===== config.mk =====
export PLATFORM = sky130hd
export DESIGN_NAME = fdiv_arbiter
export DESIGN_NICKNAME = d
export VERILOG_FILES = /design/src/rtl/fdiv_arbiter.sv
export SDC_FILE = /design/constraint.sdc
export NUM_CORES = 1
export LEC_CHECK = 0
export CORE_AREA = 2 2 172 174
export CTS_BUF_LIST = sky130_fd_sc_hd__clkbuf_16
export DETAILED_ROUTE_END_ITERATION = 16
export DIE_AREA = 0 0 174 176
export PLACE_DENSITY = 0.66
export SLEW_MARGIN = 5
export SYNTH_ARGS = -nofsm -noshare
export SYNTH_HDL_FRONTEND = slang
export SYNTH_SLANG_ARGS = --single-unit

===== constraint.sdc =====
create_clock -name clk -period 3.3 [get_ports clk]
set_input_delay 0.66 -clock clk [delete_from_list [all_inputs] [get_ports clk]]
set_output_delay 0.66 -clock clk [all_outputs]
set_load 0.03 [all_outputs]

===== src/rtl/fdiv_arbiter.sv =====
// Round-robin sharing of one external multicycle fdiv among NREQ issue ports.
// Operands are held on div_x1/div_x2 for DIV_CYCLES cycles, then the result is returned to the owner.
module fdiv_arbiter #(
    parameter int NREQ       = 4,
    parameter int DIV_CYCLES = 2
) (
    input  logic                 clk,
    input  logic                 rstn,
    input  logic [NREQ-1:0]      req_valid,
    output logic [NREQ-1:0]      req_ready,
    input  logic [32*NREQ-1:0]   req_x1,
    input  logic [32*NREQ-1:0]   req_x2,
    output logic [NREQ-1:0]      resp_valid,
    input  logic [NREQ-1:0]      resp_ready,
    output logic [31:0]          resp_y,
    output logic                 resp_ovf,
    output logic [31:0]          div_x1,
    output logic [31:0]          div_x2,
    input  logic [31:0]          div_y,
    input  logic                 div_ovf,
    output logic                 busy,
    output logic [31:0]          ops_done
);

    // state | meaning
    // IDLE  | searching for the next requester, req_ready one-hot
    // BUSY  | operands held on the fdiv inputs, counting down cnt
    // DONE  | result presented to the owner until resp_ready[owner]

    localparam int GW = (NREQ > 1) ? $clog2(NREQ) : 1;
    localparam int CW = (DIV_CYCLES > 1) ? $clog2(DIV_CYCLES) : 1;

    localparam logic [1:0] S_IDLE = 2'd0;
    localparam logic [1:0] S_BUSY = 2'd1;
    localparam logic [1:0] S_DONE = 2'd2;

    localparam logic [GW-1:0] LAST_RST = GW'(NREQ - 1);
    localparam logic [CW-1:0] CNT_LOAD = CW'(DIV_CYCLES - 1);

    logic [1:0]      state_q,      state_d;
    logic [GW-1:0]   last_grant_q, last_grant_d;
    logic [GW-1:0]   owner_q,      owner_d;
    logic [CW-1:0]   cnt_q,        cnt_d;
    logic [31:0]     op_x1_q,      op_x1_d;
    logic [31:0]     op_x2_q,      op_x2_d;
    logic [31:0]     res_y_q,      res_y_d;
    logic            res_ovf_q,    res_ovf_d;
    logic [31:0]     ops_done_q,   ops_done_d;

    logic            grant_any;
    logic [GW-1:0]   grant_idx;
    logic [NREQ-1:0] grant_oh;
    logic [NREQ-1:0] owner_oh;

    // Search starts just after the last served requester, so it has lowest priority next.
    always_comb begin
        logic [GW-1:0] cand;
        grant_any = 1'b0;
        grant_idx = '0;
        cand      = '0;
        for (int k = 1; k <= NREQ; k++) begin
            cand = GW'((int'(last_grant_q) + k) % NREQ);
            if (!grant_any && req_valid[cand]) begin
                grant_any = 1'b1;
                grant_idx = cand;
            end
        end
    end

    always_comb begin
        grant_oh            = '0;
        grant_oh[grant_idx] = 1'b1;
        owner_oh            = '0;
        owner_oh[owner_q]   = 1'b1;
    end

    always_comb begin
        state_d      = state_q;
        last_grant_d = last_grant_q;
        owner_d      = owner_q;
        cnt_d        = cnt_q;
        op_x1_d      = op_x1_q;
        op_x2_d      = op_x2_q;
        res_y_d      = res_y_q;
        res_ovf_d    = res_ovf_q;
        ops_done_d   = ops_done_q;
        case (state_q)
            S_IDLE: begin
                if (grant_any) begin
                    op_x1_d = req_x1[32*grant_idx +: 32];
                    op_x2_d = req_x2[32*grant_idx +: 32];
                    owner_d = grant_idx;
                    cnt_d   = CNT_LOAD;
                    state_d = S_BUSY;
                end
            end
            S_BUSY: begin
                if (cnt_q != '0) begin
                    cnt_d = cnt_q - CW'(1);
                end else begin
                    res_y_d   = div_y;
                    res_ovf_d = div_ovf;
                    state_d   = S_DONE;
                end
            end
            S_DONE: begin
                if (resp_ready[owner_q]) begin
                    last_grant_d = owner_q;
                    ops_done_d   = ops_done_q + 32'd1;
                    state_d      = S_IDLE;
                end
            end
            default: state_d = S_IDLE;
        endcase
    end

    always_ff @(posedge clk or negedge rstn) begin
        if (!rstn) begin
            state_q      <= S_IDLE;
            last_grant_q <= LAST_RST;
            owner_q      <= '0;
            cnt_q        <= '0;
            op_x1_q      <= '0;
            op_x2_q      <= '0;
            res_y_q      <= '0;
            res_ovf_q    <= 1'b0;
            ops_done_q   <= '0;
        end else begin
            state_q      <= state_d;
            last_grant_q <= last_grant_d;
            owner_q      <= owner_d;
            cnt_q        <= cnt_d;
            op_x1_q      <= op_x1_d;
            op_x2_q      <= op_x2_d;
            res_y_q      <= res_y_d;
            res_ovf_q    <= res_ovf_d;
            ops_done_q   <= ops_done_d;
        end
    end

    // No grant while busy or presenting a result, including the accept cycle.
    assign req_ready  = (state_q == S_IDLE && grant_any) ? grant_oh : '0;
    assign resp_valid = (state_q == S_DONE) ? owner_oh : '0;
    assign resp_y     = res_y_q;
    assign resp_ovf   = res_ovf_q;
    assign div_x1     = op_x1_q;
    assign div_x2     = op_x2_q;
    assign busy       = (state_q == S_BUSY) || (state_q == S_DONE);
    assign ops_done   = ops_done_q;

endmodule

==> impl_metrics.sql, run 1 <==
INSERT INTO impl_metrics (metric_group, metric, value, unit) VALUES
('floorplan', 'io_pins', '437', ''),
('critical_path', 'startpoint_types', 'primary input', ''),
('timing', 'worst_pin_slew', '0.8616', 'ns'),
('synth', 'synth_seq_cells', '136', ''),
('timing', 'fin_worst_skew', '0.01321', 'ns'),
('grt', 'grt_use_met2', '29.65', '%'),
('clock_network', 'total_cts_buffers', '17', ''),
('synth', 'post_synth_instance_area', '7178', 'µm²'),
('power', 'leakagePower', '0.005298', 'µW'),
('critical_path', 'worst_path_most_repeated_cell', 'sky130_fd_sc_hd__clkdlybuf4s50_1', ''),
('grt', 'first_global_vias', '7050', ''),
('timing', 'fmaxAchievable', '318.2', 'MHz'),
('timing', 'min_period_over_period', '95.22', '%'),
('critical_path', 'crit_required', '2.64', 'ns'),
('floorplan', 'initial_core_utilization', '25.14', '%'),
('synth', 'synth.most_common_cell', 'sky130_fd_sc_hd__dfrtp_1', ''),
('placement', 'globalplace.congestion', '0.8442', ''),
('clock_network', 'clock_insertion_delay_worst_skew', '0.41', 'ns'),
('final_layout', 'syn2layout_area_growth', '74.79', '%'),
('timing', 'grt_setup_unrepaired', 'false', ''),
('timing', 'fin_tns_setup', '0', 'ns'),
('timing', 'maxSlewViolCount', '0', ''),
('final_layout', 'finish.net_count', '1353', ''),
('clock_network', 'cts_hold_buf', '0', ''),
('final_layout', 'fill_cells', '2748', ''),
('grt', 'pin_count_of_the_biggest_net_entering_global_routing', '66', ''),
('floorplan', 'design.core.area', '28550', 'µm²'),
('status', 'status', 'finished clean', ''),
('floorplan', 'chipWidth', '174', 'µm'),
('timing', 'post_layout_minimum_cycle_time', '3.142', 'ns'),
('timing', 'hold-worst-slack', '0.1885', 'ns'),
('placement', 'place_worst_setup_slack', '0.08772', 'ns'),
('synth', 'synth_cell_type_count', '43', ''),
('synth', 'yosys_most_used_dff', 'sky130_fd_sc_hd__dfrtp_1', ''),
('clock_network', 'htreeDepth', '4', ''),
('clock_network', 'maximum_number_of_buffers_from_clock_root_to_sink', '2', ''),
('clock_network', 'worst_setup_hold_path_clk_slew', '0.07', 'ns'),
('synth', 'synth_top_area_share', '46.71', '%'),
('synth', 'synth-seq-area-share', '47.45', '%'),
('route', 'avgRoutedWirePerCell', '18.27', 'µm'),
('critical_path', 'arrival', '2.48', 'ns'),
('critical_path', 'end_kind', 'primary output', ''),
('route', 'drt_iter0_drc', '322', ''),
('grt', 'global_route.usage.met1', '19.85', '%'),
('route', 'drt_drc_violations_left', '0', ''),
('synth', 'synthesized_instance_count', '613', ''),
('min_path', 'worst_hold_path_type', 'in2async', ''),
('synth', 'synth_enable_flop_cells', '0', ''),
('final_layout', 'num_antenna_cells', '0', ''),
('timing', 'final-hold-violation-count', '0', ''),
('critical_path', 'critPathMaxStageDelay', '0.67', 'ns'),
('final_layout', 'finalNonFillerCells', '1446', ''),
('floorplan', 'std_cell_rows', '62', ''),
('synth', 'synth_area_leader_cell', 'sky130_fd_sc_hd__dfrtp_1', ''),
('route', 'routed_via_density', '4.606', ''),
('critical_path', 'critPathKind', 'in2out', ''),
('timing', 'post-route-worst-setup-slack', '0.1577', 'ns'),
('critical_path', 'ordered_list_of_cells_on_the_worst_path', 'clkdlybuf4s50_1 -> nor4_2 -> nor2b_1 -> nand2_2 -> nor2_1 -> clkdlybuf4s50_1', ''),
('clock_network', 'cts_tree', 'done', ''),
('critical_path', 'worst-path-max-fanout', '5', ''),
('grt', 'grt.overflow.total', '0', ''),
('route', 'drt_pre_antenna_iters', '5', ''),
('grt', 'global_route.peak_usage_layer', 'met2', ''),
('grt', 'antenna_found_initial', '0', ''),
('grt', 'groute.layer.met3.usage', '5.039', '%'),
('grt', 'grt_first_pass_wirelength', '40100', 'µm'),
('clock_network', 'sink_count_of_the_clock_tree', '136', ''),
('job', 'maxCapViolCount', '0', ''),
('timing', 'setup_viol', '0', ''),
('synth', 'syn-mean-instance-area', '11.71', 'µm²'),
('synth', 'ys_top_cells_by_count', 'sky130_fd_sc_hd__dfrtp_1, sky130_fd_sc_hd__mux2i_1, sky130_fd_sc_hd__nand2_1', '');
==> path summary, 6_finish.rpt <==
kind                                 start           end  slack (ns)  cells after the start
max                           req_valid[3]  req_ready[2]        0.16                      6
min                                   rstn    resp_y[22]        0.19                      1
max reg2reg                last_grant_q[0]    div_x1[30]        0.85                      8
min reg2reg                   ops_done[31]  ops_done[31]        0.47                      1
max in group asynchronous             rstn    div_x2[15]        2.41                      2
min in group clk              ops_done[31]  ops_done[31]        0.47                      1
==> state kept, by name, indices dropped and copies added, names as in the netlist <==
| register | flops |
|---|---|
| cnt_q | 1 |
| div_x1 | 32 |
| div_x2 | 32 |
| last_grant_q | 2 |
| ops_done | 32 |
| owner_q | 2 |
| resp_ovf | 1 |
| resp_y | 32 |
| state_q | 2 |
==> through the flow <==
step | utilization (%) | instance area, µm² | power, µW
2_1_floorplan | - | 7178 | 6361
3_3_place_gp | 41.87 | 11950 | 8663
3_5_place_dp | 41.87 | 11950 | 8731
4_1_cts | 43.94 | 12540 | 10770
5_1_grt | 43.95 | 12550 | 11240
6_report | 43.95 | 12550 | 10630
==> report_power, final <==
group          internal (µW)  switching, µW
registers               2360            404
logic                   2660           3240
clock network           1140            843
total                   6150           4480
==> cells in the final DEF (no fill, tap or decap), types with 2 or more instances in the layout <==
cell type | Yosys | routed
sky130_fd_sc_hd__clkdlybuf4s50_1 | 0 | 432
sky130_fd_sc_hd__dfrtp_1 | 134 | 134
sky130_fd_sc_hd__mux2i_1 | 128 | 128
sky130_fd_sc_hd__nand2_1 | 83 | 82
sky130_fd_sc_hd__o221ai_1 | 64 | 64
sky130_fd_sc_hd__mux2_2 | 37 | 37
sky130_fd_sc_hd__xnor2_1 | 21 | 21
sky130_fd_sc_hd__buf_4 | 0 | 20
sky130_fd_sc_hd__clkbuf_16 | 0 | 17
sky130_fd_sc_hd__nor2_1 | 16 | 16
sky130_fd_sc_hd__nand3_1 | 13 | 13
sky130_fd_sc_hd__xor2_1 | 10 | 10
sky130_fd_sc_hd__nand4_1 | 8 | 8
sky130_fd_sc_hd__inv_1 | 6 | 6
sky130_fd_sc_hd__and3_1 | 6 | 6
sky130_fd_sc_hd__inv_6 | 0 | 6
sky130_fd_sc_hd__buf_12 | 0 | 5
sky130_fd_sc_hd__a21oi_1 | 4 | 4
sky130_fd_sc_hd__ha_1 | 4 | 4
sky130_fd_sc_hd__clkinvlp_4 | 0 | 4
sky130_fd_sc_hd__o21ai_0 | 3 | 3
sky130_fd_sc_hd__nand2b_1 | 5 | 3
sky130_fd_sc_hd__and3_2 | 3 | 3
sky130_fd_sc_hd__nor3_2 | 3 | 3
sky130_fd_sc_hd__nor3_1 | 2 | 2
sky130_fd_sc_hd__nor4_2 | 2 | 2
sky130_fd_sc_hd__nand2b_2 | 0 | 2
sky130_fd_sc_hd__and4_1 | 2 | 2
sky130_fd_sc_hd__bufinv_16 | 0 | 2
sky130_fd_sc_hd__inv_8 | 0 | 2
sky130_fd_sc_hd__dfstp_2 | 2 | 2
==> worst max-delay path: cells and delay by family <==
kind | cells | cell delay, ns
buffers and inverters | 2 | 1.24
and+or+nand+nor | 4 | 0.57
==> cells by family (layout without fill, tap and decap cells) <==
family | after synthesis | in the layout | share of synthesized area [%]
DFF | 136 | 136 | 47.45
muxes | 166 | 166 | 23.97
adders and majority gates | 4 | 4 | 0.6973
AOI/OAI and AO/OA | 76 | 76 | 8.890
buffers and inverters | 47 | 496 | 4.793
xor gates and xnor gates | 31 | 31 | 3.782
and+or+nand+nor | 153 | 153 | 10.42
==> final cells by class <==
| cell class | count | area, µm² | area share (%) |
|---|---|---|---|
| Clock inverter | 14 | 165.2 | 1.316 |
| Tap cell | 384 | 480.5 | 3.829 |
| Clock buffer | 17 | 425.4 | 3.391 |
| Inverter | 6 | 22.52 | 0.1795 |
| Multi-Input combinational cell | 430 | 3450 | 27.49 |
| Timing Repair Buffer | 459 | 4598 | 36.65 |
| Sequential cell | 136 | 3406 | 27.14 |
==> routing by layer <==
layer / part of all wire [%] / wire length (µm)
met1: 41 / 10710
met2: 51 / 13350
met3: 7.2 / 1914
met4: 1.7 / 439
met5: 0 / 0
==> timing repair <==
item | in CTS | in global routing
endpoints found under the setup margin | 0 | 1
setup buffers | 0 | 0
resized for setup | 0 | 1
Note: power is estimated with default switching activity, not from simulation.
==> run 2: changes to the inputs <==
==> constraint.sdc (replaced) <==
create_clock -name clk -period 3.8 [get_ports clk]
set_input_delay 0.76 -clock clk [delete_from_list [all_inputs] [get_ports clk]]
set_output_delay 0.76 -clock clk [all_outputs]
set_load 0.03 [all_outputs]
==> run 2 against run 1 <==
  * Cell area decreased by 0.72%
  * Sequential power shrank 13%
  * Core utilization is 0.32 points lower
  * Routed wire length fell by 0.95%
  * Clock power decreased by 16%
  * Non-clock buffer count fell by 7
  * Highest routed layer unchanged
  * Clock skew increased by 0.0062 ns
  * Sequential cell count did not move
  * Largest cell class unchanged
  * Critical path depth up 1
==> impl_metrics.sql, run 2 (synthesis gave the netlist of run 1 again) <==
INSERT INTO impl_metrics (metric_group, metric, value, unit) VALUES
('grt', 'pin_count_of_the_biggest_net_entering_global_routing', '66', ''),
('timing', 'final-hold-violation-count', '0', ''),
('placement', 'globalplace.congestion', '0.8345', ''),
('critical_path', 'startpoint_types', 'primary input', ''),
('route', 'drt_iter0_drc', '262', ''),
('floorplan', 'dieArea', '30620', 'µm²'),
('timing', 'min_period_over_period', '92.24', '%'),
('clock_network', 'clock_insertion_delay_worst_skew', '0.42', 'ns'),
('floorplan', 'design.core.area', '28550', 'µm²'),
('grt', 'grt.overflow.total', '0', ''),
('floorplan', 'fp.dieH', '176', 'µm'),
('critical_path', 'crit_required', '3.04', 'ns'),
('floorplan', 'chipWidth', '174', 'µm'),
('grt', 'grt_first_pass_wirelength', '40120', 'µm'),
('floorplan', 'initial_core_utilization', '25.14', '%'),
('power', 'leakagePower', '0.005243', 'µW'),
('critical_path', 'critPathKind', 'in2out', ''),
('critical_path', 'worst_r2r_path_depth', '7', ''),
('placement', 'dp_hpwl', '19640', 'µm'),
('clock_network', 'cts_hold_buf', '0', ''),
('clock_network', 'htreeDepth', '4', ''),
('grt', 'antenna_found_initial', '0', ''),
('timing', 'fmaxAchievable', '285.3', 'MHz'),
('timing', 'worst_pin_slew', '0.8333', 'ns'),
('placement', 'portBuffers', '436', ''),
('final_layout', 'fraction_of_final_layout_cells_sized_beyond_drive_strength_1', '10.23', '%'),
('final_layout', 'finalNonFillerCells', '1440', ''),
('route', 'avgRoutedWirePerCell', '18.17', 'µm'),
('critical_path', 'worstReg2RegStart', 'last_grant_q[0]', ''),
('floorplan', 'std_cell_rows', '62', ''),
('route', 'route.vias.total', '6636', ''),
('route', 'drt_pre_antenna_iters', '4', ''),
('job', 'maxCapViolCount', '0', ''),
('critical_path', 'worst-path-max-fanout', '5', ''),
('route', 'routed_via_density', '4.608', ''),
('route', 'postRouteAntennaNets', '0', ''),
('final_layout', 'most_common_library_cell_in_the_layout_ignoring_fill_and_taps', 'sky130_fd_sc_hd__clkdlybuf4s50_1', ''),
('route', 'drt_drc_violations_left', '0', ''),
('status', 'status', 'finished clean', ''),
('timing', 'fin_worst_skew', '0.01941', 'ns'),
('final_layout', 'num_antenna_cells', '0', ''),
('final_layout', 'syn2layout_area_growth', '73.54', '%'),
('critical_path', 'crit_start', 'req_valid[1]', ''),
('min_path', 'worst_hold_path_type', 'in2async', ''),
('clock_network', 'total_cts_buffers', '17', ''),
('timing', 'timing.max_slew.rel_slack', '44.45', '%'),
('timing', 'setup_viol', '0', ''),
('power', 'vdd_ir_drop_max', '0.3581', 'mV'),
('power', 'power-per-cell-area', '732.4', 'nW/µm²'),
('timing', 'fin_tns_setup', '0', 'ns'),
('critical_path', 'timing.critical_path.to', 'req_ready[3]', ''),
('clock_network', 'cts_tree', 'done', ''),
('grt', 'first_global_vias', '6989', ''),
('timing', 'post_layout_minimum_cycle_time', '3.505', 'ns'),
('route', 'route.final.wire_length', '26170', 'µm'),
('critical_path', 'reg2reg_setup_slack', '1.33', 'ns'),
('critical_path', 'end_kind', 'primary output', ''),
('timing', 'grt_setup_unrepaired', 'false', ''),
('final_layout', 'finish.net_count', '1346', ''),
('placement', 'place_area', '11880', 'µm²'),
('final_layout', 'stdcell_area', '12460', 'µm²'),
('critical_path', 'arrival', '2.74', 'ns'),
('final_layout', 'final_cell_mix', 'sky130_fd_sc_hd__clkdlybuf4s50_1, sky130_fd_sc_hd__dfrtp_1, sky130_fd_sc_hd__mux2i_1', ''),
('clock_network', 'sink_count_of_the_clock_tree', '136', ''),
('grt', 'grt_usage', '16.85', '%'),
('clock_network', 'cts-resized-gates', '0', ''),
('clock_network', 'clk_root_buffer_cell', 'sky130_fd_sc_hd__clkbuf_16', ''),
('clock_network', 'worst_setup_hold_path_clk_slew', '0.08', 'ns'),
('placement', 'dpl.cell_count', '1408', ''),
('timing', 'maxSlewViolCount', '0', ''),
('clock_network', 'maximum_number_of_buffers_from_clock_root_to_sink', '2', ''),
('clock_network', 'postCtsSetupBuffers', '0', ''),
('critical_path', 'rr_endpoint', 'div_x2[24]', ''),
('floorplan', 'io_pins', '437', '');
==> run 2: report_power, final <==
group / leakage [µW] / internal (µW) / switching (µW)
sequential: 0.00169 / 2050 / 349
combinational: 0.00327 / 2260 / 2790
clock: 0.000284 / 881 / 790
total: 0.00524 / 5190 / 3930
==> run 2: per-layer routing <==
layer / global-route usage [%] / up-vias / wire length, µm
met1: 20.15 / 3200 / 10550
li1: - / 3127 / -
met5: 0 / - / 0
met2: 29.18 / 282 / 13160
met4: 4.797 / 0 / 502
met3: 5.276 / 27 / 1952
==> run 2: area by class of cell <==
cell class / count / area (µm²)
repair buffers: 452 / 4518
clock inverters: 15 / 155.1
flip-flops and latches: 136 / 3406
well taps: 384 / 480.5
fillers: 2728 / 16090
clock buffers: 17 / 425.4
inverters: 6 / 22.52
multi-input cells: 430 / 3450
==> run 2: worst max-delay path, stage by stage <==
cell and delay (ns):
sky130_fd_sc_hd__clkdlybuf4s50_1 0.55, sky130_fd_sc_hd__nand2b_1 0.11, sky130_fd_sc_hd__a21oi_1 0.27, sky130_fd_sc_hd__a21oi_1 0.09, sky130_fd_sc_hd__and2_1 0.18, sky130_fd_sc_hd__nor2_1 0.11, sky130_fd_sc_hd__clkdlybuf4s50_1 0.67
==> run 2: how the worst min path moves through the flow <==
stage / start / endpoint / slack [ns]
after floorplan: rstn / cnt_q / 0.46
after global placement: ops_done[31] / ops_done[31] / 0.46
after detailed placement: ops_done[31] / ops_done[31] / 0.47
after CTS: rstn / resp_y[26] / 0.34
after global routing: rstn / resp_y[26] / 0.35
final: rstn / resp_y[24] / 0.33
==> run 2: through the flow <==
| step | utilization [%] | total power, µW | hold WS, ns | worst slack, ns |
|---|---|---|---|---|
| 6_report | 43.64 | 9123 | 0.3325 | 0.2950 |
| 5_1_grt | 43.64 | 9659 | 0.3540 | 0.1771 |
| 4_1_cts | 43.64 | 9259 | 0.3402 | 0.2942 |
| 3_5_place_dp | 41.60 | 7523 | 0.4718 | 0.3012 |
| 3_3_place_gp | 41.60 | 7472 | 0.4625 | 0.3283 |
| 2_1_floorplan | - | 5524 | 0.4644 | 1.122 |
